`src/rtl/control_unit.sv`:
```
// Hardwired control unit for the phase-1 datapath: fetch in T0-T2, then an
// opcode-dependent execute sequence in T3-T6, with Moore-decoded strobes.
module control_unit (
    input  logic        Clock,
    input  logic        Reset_n,
    input  logic        Start,
    input  logic        Stop,
    input  logic        Mem_ready,
    input  logic [31:0] IR,
    output logic        PCout,
    output logic        ZHIout,
    output logic        ZLOout,
    output logic        MDRout,
    output logic        HIout,
    output logic        LOout,
    output logic        PCin,
    output logic        MARin,
    output logic        MDRin,
    output logic        IRin,
    output logic        Yin,
    output logic        Zin,
    output logic        HIin,
    output logic        LOin,
    output logic        IncrementPC,
    output logic        Read,
    output logic        Rout,
    output logic        Rin,
    output logic [3:0]  Rout_sel,
    output logic [3:0]  Rin_sel,
    output logic [4:0]  ALUControl,
    output logic        Run,
    output logic        Halted,
    output logic        Illegal
);

    typedef enum logic [3:0] {
        S_IDLE, S_T0, S_T1, S_T2, S_T3, S_T4, S_T5, S_T6, S_HALT
    } state_t;

    state_t state, state_nxt;
    logic   t1_stall;

    logic [4:0] op;
    logic [3:0] ra, rb, rc;
    logic       is_bin, is_un, is_md, is_nop, is_halt;

    assign op = IR[31:27];
    assign ra = IR[26:23];
    assign rb = IR[22:19];
    assign rc = IR[18:15];

    assign is_bin  = (op < 5'd12);
    assign is_un   = (op == 5'd12) || (op == 5'd13);
    assign is_md   = (op == 5'd14) || (op == 5'd15);
    assign is_nop  = (op == 5'd26);
    assign is_halt = (op == 5'd27);

    // t1_stall marks every T1 cycle after the first, so PCin fires once per fetch
    always_ff @(posedge Clock or negedge Reset_n) begin
        if (!Reset_n) begin
            state    <= S_IDLE;
            t1_stall <= 1'b0;
        end else begin
            state    <= state_nxt;
            t1_stall <= (state == S_T1) && !Mem_ready;
        end
    end

    always_comb begin
        state_t last_nxt;
        last_nxt  = Stop ? S_HALT : S_T0;
        state_nxt = state;
        case (state)
            S_IDLE: if (Start) state_nxt = S_T0;
            S_T0:   state_nxt = S_T1;
            S_T1:   if (Mem_ready) state_nxt = S_T2;
            S_T2:   state_nxt = S_T3;
            S_T3: begin
                if (is_halt)                       state_nxt = S_HALT;
                else if (is_bin || is_un || is_md) state_nxt = S_T4;
                else                               state_nxt = last_nxt;
            end
            S_T4:   state_nxt = is_un ? last_nxt : S_T5;
            S_T5:   state_nxt = is_md ? S_T6 : last_nxt;
            S_T6:   state_nxt = last_nxt;
            S_HALT: if (Start && !Stop) state_nxt = S_T0;
            default: state_nxt = S_IDLE;
        endcase
    end

    always_comb begin
        PCout = 1'b0; ZHIout = 1'b0; ZLOout = 1'b0; MDRout = 1'b0;
        HIout = 1'b0; LOout = 1'b0;
        PCin = 1'b0; MARin = 1'b0; MDRin = 1'b0; IRin = 1'b0;
        Yin = 1'b0; Zin = 1'b0; HIin = 1'b0; LOin = 1'b0;
        IncrementPC = 1'b0; Read = 1'b0; Rout = 1'b0; Rin = 1'b0;
        Rout_sel = '0; Rin_sel = '0; ALUControl = '0;
        Run = 1'b0; Halted = 1'b0; Illegal = 1'b0;
        case (state)
            S_T0: begin
                Run = 1'b1; PCout = 1'b1; MARin = 1'b1; IncrementPC = 1'b1; Zin = 1'b1;
            end
            S_T1: begin
                Run = 1'b1; ZLOout = 1'b1; Read = 1'b1; MDRin = 1'b1;
                PCin = !t1_stall;
            end
            S_T2: begin
                Run = 1'b1; MDRout = 1'b1; IRin = 1'b1;
            end
            S_T3: begin
                Run = 1'b1;
                if (is_bin) begin
                    Rout = 1'b1; Rout_sel = rb; Yin = 1'b1;
                end else if (is_un) begin
                    Rout = 1'b1; Rout_sel = rb; Zin = 1'b1; ALUControl = op;
                end else if (is_md) begin
                    Rout = 1'b1; Rout_sel = ra; Yin = 1'b1;
                end else if (!is_nop && !is_halt) begin
                    Illegal = 1'b1;
                end
            end
            S_T4: begin
                Run = 1'b1;
                if (is_bin || is_md) begin
                    Rout = 1'b1; Rout_sel = is_bin ? rc : rb; Zin = 1'b1; ALUControl = op;
                end else if (is_un) begin
                    ZLOout = 1'b1; Rin = 1'b1; Rin_sel = ra;
                end
            end
            S_T5: begin
                Run = 1'b1;
                if (is_bin) begin
                    ZLOout = 1'b1; Rin = 1'b1; Rin_sel = ra;
                end else if (is_md) begin
                    ZLOout = 1'b1; LOin = 1'b1;
                end
            end
            S_T6: begin
                Run = 1'b1; ZHIout = 1'b1; HIin = 1'b1;
            end
            S_HALT: Halted = 1'b1;
            default: ;
        endcase
    end

endmodule
```
`config.mk`:
```
export PLATFORM = sky130hd
export DESIGN_NAME = control_unit
export DESIGN_NICKNAME = d
export VERILOG_FILES = /design/src/rtl/control_unit.sv
export SDC_FILE = /design/constraint.sdc
export NUM_CORES = 1
export LEC_CHECK = 0
export ABC_CLOCK_PERIOD_IN_PS = 2800
export CORE_MARGIN = 4
export CORE_UTILIZATION = 36
export DETAILED_ROUTE_END_ITERATION = 12
export HOLD_SLACK_MARGIN = 0.06
export PLACE_DENSITY = 0.95
export SLEW_MARGIN = 20
export SYNTH_ARGS = -nofsm -noshare
export SYNTH_HDL_FRONTEND = slang
export SYNTH_SLANG_ARGS = --single-unit
export TNS_END_PERCENT = 20
```
`constraint.sdc`:
```
create_clock -name Clock -period 2.8 [get_ports Clock]
set_input_delay 0.7 -clock Clock [delete_from_list [all_inputs] [get_ports Clock]]
set_output_delay 0.7 -clock Clock [all_outputs]
set_load 0.01 [all_outputs]
```
* Word level (Yosys, flattened, before mapping)
Cells that the tools add are included.
** Word-level totals
- Bits in registers :: 5
- Input port bits :: 37
- Output and inout port bits :: 34
- Logic and storage cells :: 89
** Cells by class
- $lt $le $gt $ge :: 1
- Equality and inequality tests :: 17
- Mux-type cells :: 53
- Reduce and logical (&&, ||, !) cells :: 16
** Operator list (number)
- $mux 4 :: 16
- $pmux 4 s9 :: 1
- $mux 1 :: 26
- $eq 5x4->1 const B :: 4
- $eq 4x3->1 const B :: 4
- $pmux 4 s2 :: 2
- $mux 5 :: 3
- $eq 5x5->1 const B :: 2
- $pmux 5 s2 :: 1
- $eq 4x2->1 const B :: 2
- $reduce_or 7->1 :: 1
- $ne 2x2->1 const B :: 3
- $pmux 1 s3 :: 2
- $logic_not 1->1 :: 5
- $logic_or 1x1->1 :: 5
- $lt 5x4->1 const B :: 1
- $eq 4x1->1 const B :: 1
- $eq 4x4->1 const B :: 1
- $logic_not 4->1 :: 1
- $pmux 1 s2 :: 2
- $logic_and 1x1->1 :: 3
- $reduce_and 3->1 :: 1

* Logic depth before layout (Yosys ltp)
Gate-level depths: netlist of run 1.
- Depth in word-level cells :: 8
- Depth in mapped cells :: 6
- Depth with buffers taken out :: 4

* Worst setup path after synthesis of run 1
Ideal clock, no wire load.
- Path type :: in2out
- From :: in IR[30]
- To :: out Zin
- Data arrival time :: 1.536 ns
- Required time :: 2.100 ns
- Slack :: 0.564 ns
- Stages on the path :: 5
- Cells stage by stage :: and3b_1 -> buf_4 -> xnor2_1 -> nor4_2 -> or2_2
** Between the ends
- Cells in the longest elaborated chain, start to end :: 5
- Elaborated cells on any way between the ends :: 12
- Classes of those cells :: order compare: 1; eq/ne: 4; mux: 4; reduce/logical: 3
** RTL lines
- start: declaration :: line 9 : input logic [31:0] IR,
- parallel branches: the longest is 4 deep, another holds $lt 5x4->1
- $pmux 1 s3 (*) :: line 99 : case (state)
- end: declaration :: line 21 : output logic Zin,
Every way passes the cells marked *.

* Worst setup path in the final report of run 1
- From :: in IR[29]
- To :: out Zin
Same word-level chain as after synthesis.

==> results.md, run 1 <==
Outcome:
- The run finished with clean final reports.

Detailed routing:
- In the final routed layout, each cell accounts on average for 16.2 um.
- The first detailed-routing pass ran for 4 iterations.
- The number of DRC violations after detailed-routing iteration 0 is between 50 and 60.
- The routed via count divided by cell count is 5.56.
- The detail route stage leaves a number of antenna-violating nets equal to 0.
- For this block, the routed nets add up to between 3000 and 4000 um of wire.
- The total number of vias is 1157.
- In the routed design, unresolved DRC markers number 0.

STA:
- Setup repair after global routing could not meet its margin everywhere.
- The number of pins exceeding their max-slew limit in the final report is 0.
- Setup violations remaining at the end of the flow were counted as 0.
- The final critical delay including setup and external delays is 2780 ps.
- Clock skew on the completed layout was measured at roughly 4 ps.
- For the final routed database, the setup TNS stands at 0 ps.
- The number of hold violations in the final report is 0.
- The maximum operating frequency is about 0.36 GHz.
- The tightest hold path in the finished design has a slack of between 600 and 700 ps.
- The period utilization is 99.1%.
- The final setup slack of the worst path is 24.5 ps.

Finish:
- In the final layout, the multi-input gates occupy between 600 and 700 um^2.
- The repair_antennas step left the layout with diodes totalling 0.
- In the final layout, the share of cells above drive strength 1 is between 30% and 40%.
- Leaving out fill and tap cells, the most frequent cell in the layout is clkdlybuf4s50_1.
- The final layout contains 218 nets.
- The non-filler instance count after layout is 208.
- Across the whole layout, storage elements account for approximately 130 um^2.
- The library cells used most frequently in the layout, excluding fill and tap cells, are clkdlybuf4s50_1 (31), buf_4 (20), dlygate4sd2_1 (11).
- The fraction of the core area covered by cells at the end of the flow is 67.5%.
- From synthesis to final layout, the design area changed by 72.2%.
- The number of fill cells in the layout is 194.

Synth:
- Yosys mapped a number of flops with a built-in enable equal to 0.
- In the synthesized netlist the async set-or-reset flop fraction comes to 100%.
- The instance count of the mapped netlist is 121.
- The flop and latch count out of synthesis is 5.
- Sequential elements use 13.9% of the synthesized area.
- Among all flip-flop cells after synthesis, the most frequent one is dfrtp_1.
- In this run the cell area of the synthesized design comes to 901 um^2.
- The number of different library cells in the post-synthesis netlist is 40.
- During synthesis, Yosys emitted a total of 0 warnings.
- The synthesized area per cell is 7.45 um^2.

Die:
- For this design the top-level I/O count stands at 71.
- The area of the core is 0.00230 mm^2.
- The floorplan step defined a die boundary enclosing 0.00337 mm^2.
- The y dimension of the die is around 58 um.
- The starting density of the core is about two fifths.
- In this run the core area contains 17 standard-cell rows.
- The die extent in x is 58.0 um.

Clock tree:
- The CTS tree is done.
- The buffer depth of the longest clock path is 2.
- The number of buffers added to fix hold violations after cts is 0.
- Clock tree synthesis inserted a total of 3 buffers.
- The number of H-tree levels is 1.
- The clock reaches the later pin of the worst-skew pair after 240 ps.
- For this design, the sink count on the clock tree is 5.
- The root cell of the clock tree is clkbuf_4.
- The clock-pin slew reported for the worst setup and hold paths after clock tree synthesis is 40 ps.

Setup path:
- The startpoint identified for the worst register-to-register timing path is state[0].
- In this run the worst setup path terminates at Zin.
- The critical path data arrival time is 2080 ps.
- The number of cells on the worst reg-to-reg path is 5.
- The category of the worst setup path capture point is an output pin.
- The worst setup path startpoint is IR[29].
- The category of the most critical setup path is in2out.
- The end of the worst register-to-register path is state[2].
- In this run the worst path has a maximum fanout of 4.
- The register-to-register setup slack is roughly 1300 ps.
- The startpoint type of the worst setup path is a primary input.
- For the worst setup path, the data required time is 2100 ps.

Global route:
- The maximum number of pins on one net before global-route repair is 17.
- The total overflow left after global routing is 0.
- The global-route usage over all layers is 19.2%.
- The number of global-route vias before repair was 1096.
- The initial antenna violation count is 0.
- The first-pass GRT wire length is 5180 um.

Placed design:
- The number of buffers inserted by port buffering is 52.
- The half-perimeter wire length after placement is around 2400 um.
- The placed cell count is between 150 and 200.
- At the placement stage, the worst setup path has a slack of -542 ps.
- The final weighted congestion in routability-driven placement is ~0.93.

Pwr:
- VDD sags by at most 0.615 mV.
- The power density over the cells is 665 mW/mm^2.
- Summed over all cells, the static leakage comes to 0.737 nW.

Min path:
- The critical hold path startpoint is state[3].
- The tightest min-delay check is of the reg2reg type.

Run:
- The number of max-cap violations is 0.
logic make-up after synthesis:
kind of cell,count (synthesis),share of synthesized area (%)
flip-flops,5,13.9
XOR/XNOR,1,0.972
AND/OR/NAND/NOR,50,35.8
other,1,0.416
buffers and inverters,26,17.4
AO/OA/AOI/OAI,31,23.5
multiplexers,7,8.06
stage by stage:
| stage | total power, mW | cell area [um^2] |
|---|---|---|
| after floorplan | 0.630 | 908 |
| after global placement | 0.875 | 1450 |
| after detailed placement | 0.900 | 1450 |
| after CTS | 0.999 | 1520 |
| after global routing | 1.10 | 1550 |
| final | 1.03 | 1550 |
worst max-delay path, cell delays in order:
cell             delay [ps]
clkdlybuf4s15_2         200
and3b_2                 240
buf_4                   150
xnor2_2                 170
nor4_4                   60
buf_4                   150
or2_2                   280
buf_2                   140
cell usage after synthesis, types with 3 or more instances:
cell type / number / area share [%]
and3_1: 4 / 2.8
nand2b_1: 3 / 2.1
a31oi_1: 3 / 2.1
nor3_1: 7 / 3.9
and2_1: 8 / 5.6
nand2_1: 6 / 2.5
nor2_1: 8 / 3.3
mux2i_1: 5 / 5.6
o22ai_1: 6 / 4.2
buf_2: 8 / 4.4
inv_1: 5 / 2.1
o21ai_0: 5 / 2.8
buf_4: 9 / 7.5
a21oi_1: 8 / 4.4
dfrtp_1: 5 / 14
what timing repair did:
action,CTS,global route
pin swaps,4,2
gates resized for setup,52,10
setup buffers,5,0
setup endpoints to repair,19,15
worst min-delay path by stage:
stage,to,slack [ps],cells after the start
finish,state[1],670,2
global placement,state[1],600,2
CTS,state[1],650,2
global route,state[3],690,1
detailed placement,state[1],620,2
floorplan,state[0],400,0
power breakdown:
| part | switching [mW] | total (mW) | internal, mW | leakage (nW) |
|---|---|---|---|---|
| sequential | 0.0814 | 0.188 | 0.107 | 0.0622 |
| clock | 0.0291 | 0.0829 | 0.0538 | 0.0150 |
| combinational | 0.365 | 0.760 | 0.395 | 0.660 |
sequential cells by signal, indices dropped and copies added, names as in the netlist:
name and cells:
state 4, t1_stall 1
per-layer routing:
| metal | global-route usage, % | wire [um] | up-vias |
|---|---|---|---|
| li1 | - | - | 539 |
| met1 | 25.0 | 1360 | 545 |
| met2 | 33.4 | 1710 | 65 |
| met3 | 3.56 | 248 | 8 |
| met4 | 2.98 | 51 | 0 |
| met5 | 0 | 0 | - |
final cells by class:
type	instances	area share, %
flip-flops and latches	5	8.39
well taps	28	2.26
clock buffers	4	1.69
repair buffers	73	42.3
inverters	6	1.45
multi-input cells	92	43.9
Power figures use the tool's default switching activity.
==> inputs of run 2 (changes only) <==
--- a/config.mk
+++ b/config.mk
@@ -10,7 +10,7 @@
 export CORE_UTILIZATION = 36
 export DETAILED_ROUTE_END_ITERATION = 12
 export HOLD_SLACK_MARGIN = 0.06
-export PLACE_DENSITY = 0.95
+export PLACE_DENSITY = 0.86
 export SLEW_MARGIN = 20
 export SYNTH_ARGS = -nofsm -noshare
 export SYNTH_HDL_FRONTEND = slang
==> run 2 against run 1 <==
Flip-flop and latch count unchanged; sequential share of layout area up 0.16 points; clock-buffer cell count unchanged; worst setup slack better by 52 ps; critical path depth unchanged; core utilization down 2.6 points; total power down 3.0%; largest cell class unchanged; die area unchanged; hold slack worse by 35 ps; via count down 4.8%; clock skew down 3.4 ps.
==> results.md, run 2 (same netlist as run 1, synthesis figures left out) <==
Outcome:
- The run finished with clean final reports.

Global route:
- In the global route stage, overall resource usage came out at 18.4%.
- The maximum number of pins on one net before global-route repair is 17.
- The number of global-route vias before repair is 1148.
- Global routing finished with a remaining overflow of 0.
- The initial antenna violation count is 0.
- The first-pass GRT wire length is 4910 um.

Die:
- The y dimension of the die is 58.0 um.
- The starting density of the core is 39.2%.
- The area of the die is 0.00337 mm^2.
- The floorplan step defined a core boundary enclosing between 0.002 and 0.0025 mm^2.
- The I/O pin count is 71.
- The die extent in x is 58.0 um.
- The row count is 17.

Clock tree:
- The total clock buffers created by CTS is 3.
- For the worst-skew pair, the clock arrives at the later sink with an insertion delay of 240 ps.
- TritonCTS built the clock tree.
- The number of buffers added to fix hold violations after cts is 0.
- Counting along the longest clock path gives a buffer depth of 2.
- The root cell of the clock tree is clkbuf_4.
- The total number of clock tree sinks is 5.
- The clock-pin slew reported for the worst setup and hold paths after clock tree synthesis is 40 ps.
- The number of H-tree levels is 1.

Setup path:
- The worst register-to-register path ends at state[3].
- The category of the worst setup path capture point is an output pin.
- STA classifies the critical path startpoint as a primary input.
- The worst register-to-register path has a setup slack of ~1300 ps.
- The worst setup path startpoint is IR[28].
- The destination of the critical timing path is Zin.
- The number of cells on the worst reg-to-reg path is 4.
- The category of the most critical setup path is in2out.
- The required arrival time at the worst endpoint is 2100 ps.
- The startpoint of the lowest-slack register-to-register path is state[0].
- At the worst endpoint, the arrival time is approximately 2000 ps.
- The biggest fanout along the worst timing path is 4.

Detailed routing:
- After detailed routing, the average wire length per cell comes to 14.6 um.
- The count of nets left with antenna violations once routing finished came out at 0.
- The number of DRC violations after detailed-routing iteration 0 is 28.
- The total number of vias is 1102.
- The final wirelength is about 3000 um.
- The first TritonRoute pass finished after 4 iterations.
- For this run, design rule violations remaining after detail routing come to 0.
- The routed via count divided by cell count is 5.27.

Pwr:
- Across the VDD grid, the largest voltage drop is 0.643 mV.
- The analysis attributes to cell leakage a power of around 0.73 nW.
- In this run the power density over the cells is 670 mW/mm^2.
- The design draws 1.00 mW.

Finish:
- After routing the design area is 0.00149 mm^2.
- The flip-flop and latch area is 128 um^2.
- After the last flow step, the layout net total stands at between 200 and 250.
- The ratio of cells with drive above 1 in the final layout is 27.1%.
- The antenna cell count is 0.
- The layout overhead on the synthesized area is 65.7%.
- The layout has 196 filler cells.
- In the final layout, the multi-input gates occupy 646 um^2.
- The number of flip-flops under the largest register name is 4.
- The largest registers in the layout are state x4, t1_stall x1.
- The register ranked first by flip-flop count is state.
- For this run, the number of standard cells in the final layout without fillers is 209.
- Leaving out fill and tap cells, the most frequent cell in the layout is clkdlybuf4s50_1.
- In the layout the commonest cells are clkdlybuf4s50_1 (30), buf_4 (22), dlygate4sd2_1 (16).

Placed design:
- The placement-stage worst setup slack is -558 ps.
- Once placement finished, the instance area stood at approximately 0.0015 mm^2.
- The half-perimeter wire length after placement is around 2400 um.
- The number of buffers inserted by port buffering is 52.
- Counting tap cells, the placed design contains a total of around 200 instances.
- The final weighted congestion in routability-driven placement is slightly below 0.9.

STA:
- For the final database, setup skew stands at 0.668 ps.
- Setup repair after global routing left no endpoint under its margin.
- The number of hold violations in the final report came to 0.
- The period utilization is approximately 97%.
- In the post-route analysis, the smallest setup slack over all paths is 77.0 ps.
- Derived from the worst setup path, the maximum achievable clock frequency is 0.367 GHz.
- The number of pins exceeding their max-slew limit in the final report came to 0.
- Setup violations remaining at the end of the flow were counted as 0.
- The final critical delay including setup and external delays is 2720 ps.

Run:
- The number of max-cap violations is 0.

Min path:
- The path class of the tightest hold or removal check is reg2reg.
[run 2: power breakdown]
part	leakage (nW)	internal (mW)	switching, mW	total [mW]
Sequential	0.0623	0.103	0.0721	0.175
Clock	0.0150	0.0538	0.0278	0.0816
Combinational	0.657	0.387	0.357	0.743
[run 2: through the flow]
step	utilization, %	hold slack (ps)	setup TNS, ps
after floorplan	-	404	0
after global placement	64.4	612	-6610
after detailed placement	64.4	640	-7200
after CTS	65.3	652	0
after global routing	65.0	689	0
final	65.0	638	0
[run 2: what timing repair did]
action | 4_1_cts | 5_1_grt
pin swaps | 2 | 2
setup endpoints to repair | 19 | 13
buffers inserted | 2 | 0
gates cloned | 0 | 0
gates resized for setup | 41 | 5
[run 2: area by class of cell]
cell class                      count  area share, %
Clock buffer                        4           1.76
Inverter                            6           1.51
Multi-Input combinational cell     92           43.3
Sequential cell                     5           8.55
Tap cell                           28           2.35
Timing Repair Buffer               74           42.6
[run 2: worst min path at each step]
| stage | from | to | slack (ps) | depth (start not counted) |
|---|---|---|---|---|
| floorplan | Reset_n | state[0] | 400 | 0 |
| global placement | state[3] | state[1] | 610 | 2 |
| detailed placement | state[3] | state[1] | 640 | 2 |
| CTS | state[3] | state[1] | 650 | 2 |
| global route | Reset_n | state[2] | 690 | 1 |
| finish | state[3] | state[1] | 640 | 2 |
[run 2: worst max-delay path, cell delays in order]
cell	delay [ps]
dlygate4sd2_1	240
and3b_2	240
buf_4	120
xnor2_2	100
nor4_2	50
buf_4	150
or2_2	280
buf_2	140
[run 2: metal layers]
metal  vias to the layer above  GRT usage (%)  share of wire [%]
li1                        547              -                  -
met1                       492           20.0                 40
met2                        55           33.2                 48
met3                         8           6.24                 10
met4                         0           5.63               0.95
met5                         -              0                  0
==> inputs of run 3 (changes only) <==
--- a/config.mk
+++ b/config.mk
@@ -8,6 +8,7 @@
 export ABC_CLOCK_PERIOD_IN_PS = 2800
 export CORE_MARGIN = 4
 export CORE_UTILIZATION = 36
+export CTS_BUF_LIST = sky130_fd_sc_hd__clkbuf_8 sky130_fd_sc_hd__clkbuf_16
 export DETAILED_ROUTE_END_ITERATION = 12
 export HOLD_SLACK_MARGIN = 0.06
 export PLACE_DENSITY = 0.86
==> run 3 against run 2 <==
Register-to-register slack about the same; flip-flop and latch count unchanged; sequential share of layout area down 0.11 points; routed wire length up 0.36%; largest power group unchanged; core utilization up 0.82 points; largest cell class unchanged; hold slack better by 3.8 ps.
==> results.md, run 3 (same netlist as run 1, synthesis figures left out) <==
STA:
- The final setup slack of the worst path is about 72 ps.
- The final setup violation count is 0.
- Between clock sinks in the finished design, the worst skew comes to 1.25 ps.
- Setup repair after global routing left no endpoint under its margin.
- The final critical delay including setup and external delays is 2730 ps.
- The number of hold violations in the final report came to 0.
- The worst hold slack is 641 ps.
- The period utilization is 97.4%.
- The number of pins exceeding their max-slew limit in the final report is 0.
- The maximum operating frequency is 0.367 GHz.

Setup path:
- The buffers plus inverters on the worst setup path is 4.
- On the worst path, the slowest cell contributes a delay of 280 ps.
- The category of the most critical setup path is in2out.
- The biggest fanout along the worst timing path is 4.
- The signal on the critical path passes through dlygate4sd2_1 > and3b_2 > buf_4 > xnor2_2 > nor4_2 > buf_4 > or2_2 > buf_2.
- The startpoint type of the worst setup path is a primary input.
- The category of the worst setup path capture point is an output pin.
- For the worst setup path, the data required time is approximately 2100 ps.
- The highest-delay cell along the critical path is or2_2.
- The cell seen most often among critical-path stages is buf_4.
- The family with the most delay on the worst path is buffers and inverters.
- The critical path data arrival time is 2030 ps.

Detailed routing:
- The average routed wire per standard cell is 14.6 um.
- The number of nets with antenna violations after routing is 0.
- The number of DRC violations after detailed-routing iteration 0 is 35.
- The iteration count of the initial detailed-routing pass is 4.
- The final wirelength is 3060 um.
- The DRC violation count after routing is 0.
- Detailed routing inserted a total of 1099 vias.
- The routed via count divided by cell count is 5.26.

Finish:
- In the layout the commonest cells are clkdlybuf4s50_1 (30), buf_4 (22), dlygate4sd2_1 (16).
- The ratio of cells with drive above 1 in the final layout is 27.1%.
- The net total in the final layout is 219.
- The largest registers in the layout are state x4, t1_stall x1.
- The antenna cell count is 0.
- state holds more flip-flops than any other register.
- The number of flip-flops under the largest register name is 4.
- The layout overhead on the synthesized area is 67.8%.
- For this run, the share of the core covered by cells in the final layout is 65.8%.
- The finished cells cover 0.00151 mm^2.
- The most common cell after layout, fill and taps aside is clkdlybuf4s50_1.

Global route:
- The first-pass GRT wire length is 4930 um.
- Entering global routing, the biggest net connects 17 pins.
- The global-route usage over all layers is 18.8%.
- The total overflow reported by the global router is 0.
- The number of global-route vias before repair came to 1139.
- The initial antenna violation count is 0.

Placed design:
- During placement, the flow inserted port buffers numbering 52.
- The half-perimeter wire length after placement is 2440 um.
- The post-place instance area is around 0.0015 mm^2.
- The final weighted congestion in routability-driven placement is around 0.9.
- The placement-stage worst setup slack is -558 ps.

Die:
- The area of the core is approximately 0.0023 mm^2.
- From left edge to right edge, the die measures 58.0 um.
- The die is 58.0 um tall.
- The I/O pin count is 71.
- Row generation in the floorplan step produced 17 rows.
- The area of the die is 0.00337 mm^2.
- The initial utilization of the core area, before any placement, comes to 39.2%.

Pwr:
- The clock network fraction of design power is 12.1%.
- The reported leakage power is 0.746 nW.
- Power spread over the standard cell area amounts to 692 mW/mm^2.
- Internal power comes to about 0.58 mW.
- The completed layout was analyzed and its total power is 1.05 mW.
- Combinational logic is responsible for a little under three quarters of the overall power.
- In this run the power spent charging and discharging nets is about 0.46 mW.
- Registers are responsible for 16.8% of the overall power.
- IR analysis of the VDD net gives a maximum drop of roughly 0.65 mV.
- Net switching is 44.2% of the power.

Outcome:
- The run finished with clean final reports.

Run:
- The number of max-cap violations is 0.

Clock tree:
- The clock latency reported for the late side of the worst-skew pair is roughly 220 ps.
- TritonCTS created 3 clock buffers.
- The clock-pin slew reported for the worst setup and hold paths after clock tree synthesis is 30 ps.
- The total number of clock tree sinks is 5.
- The longest clock path from root to sink contains 2 buffers.
- In this run the number of H-tree levels came out at 1.
- The root cell of the clock tree is clkbuf_8.
- TritonCTS built the clock tree.
- The number of buffers added to fix hold violations after cts is 0.

Min path:
- The path type of the worst min-delay path is reg2reg.
==> run 3: changes by cell type in the layout (fill, tap and decap cells not counted), sizes merged <==
cell,delta
inv,+1
clkbuf,-1
==> run 3: metrics by stage <==
step | instances | TNS (ps)
final | 209 | 0
after global routing | 209 | 0
after CTS | 209 | 0
after detailed placement | 203 | -7200
after global placement | 203 | -6610
after floorplan | 123 | 0
==> run 3: layout make-up <==
| type | count | area [um^2] |
|---|---|---|
| fill | 193 | 786 |
| multi-input combinational | 92 | 646 |
| timing repair buffer | 74 | 636 |
| sequential | 5 | 128 |
| clock buffer | 3 | 41.3 |
| tap | 28 | 35.0 |
| inverter | 6 | 22.5 |
| clock inverter | 1 | 3.75 |
==> run 3: final timing paths <==
path                           from       end  slack, ps  depth (start not counted)
setup / recovery             IR[28]       Zin         70                          8
hold / removal             state[3]  state[1]        640                          2
setup reg to reg           state[1]  state[0]       1350                          3
hold reg to reg            state[3]  state[1]        640                          2
max in group asynchronous   Reset_n  state[0]       1900                          1
min in group asynchronous   Reset_n  state[2]        700                          1
==> run 3: repair_timing <==
item                       CTS  global route
pin swaps                    2             2
resized for setup           41             5
setup endpoints to repair   19            10
setup buffers                2             0
==> run 3: power by group through the flow <==
stage	Clock, mW	Combinational, mW	Sequential, mW
6_report	0.127	0.743	0.175
5_1_grt	0.137	0.800	0.183
4_1_cts	0.129	0.745	0.172
3_5_place_dp	0	0.760	0.169
3_3_place_gp	0	0.735	0.165
2_1_floorplan	0	0.509	0.121
==> run 3: worst register-to-register path, stage by stage (launching register included) <==
cell	delay (ps)
dfrtp_2	520
mux2_2	370
a311o_1	330
a31oi_1	140
==> run 3: per-layer routing <==
layer / GRT usage [%] / up-vias / share of wire, %
met4: 7.62 / 0 / 0.56
met2: 33.4 / 60 / 49
met5: 0 / - / 0
met3: 6.90 / 2 / 11
li1: - / 541 / -
met1: 19.9 / 496 / 39
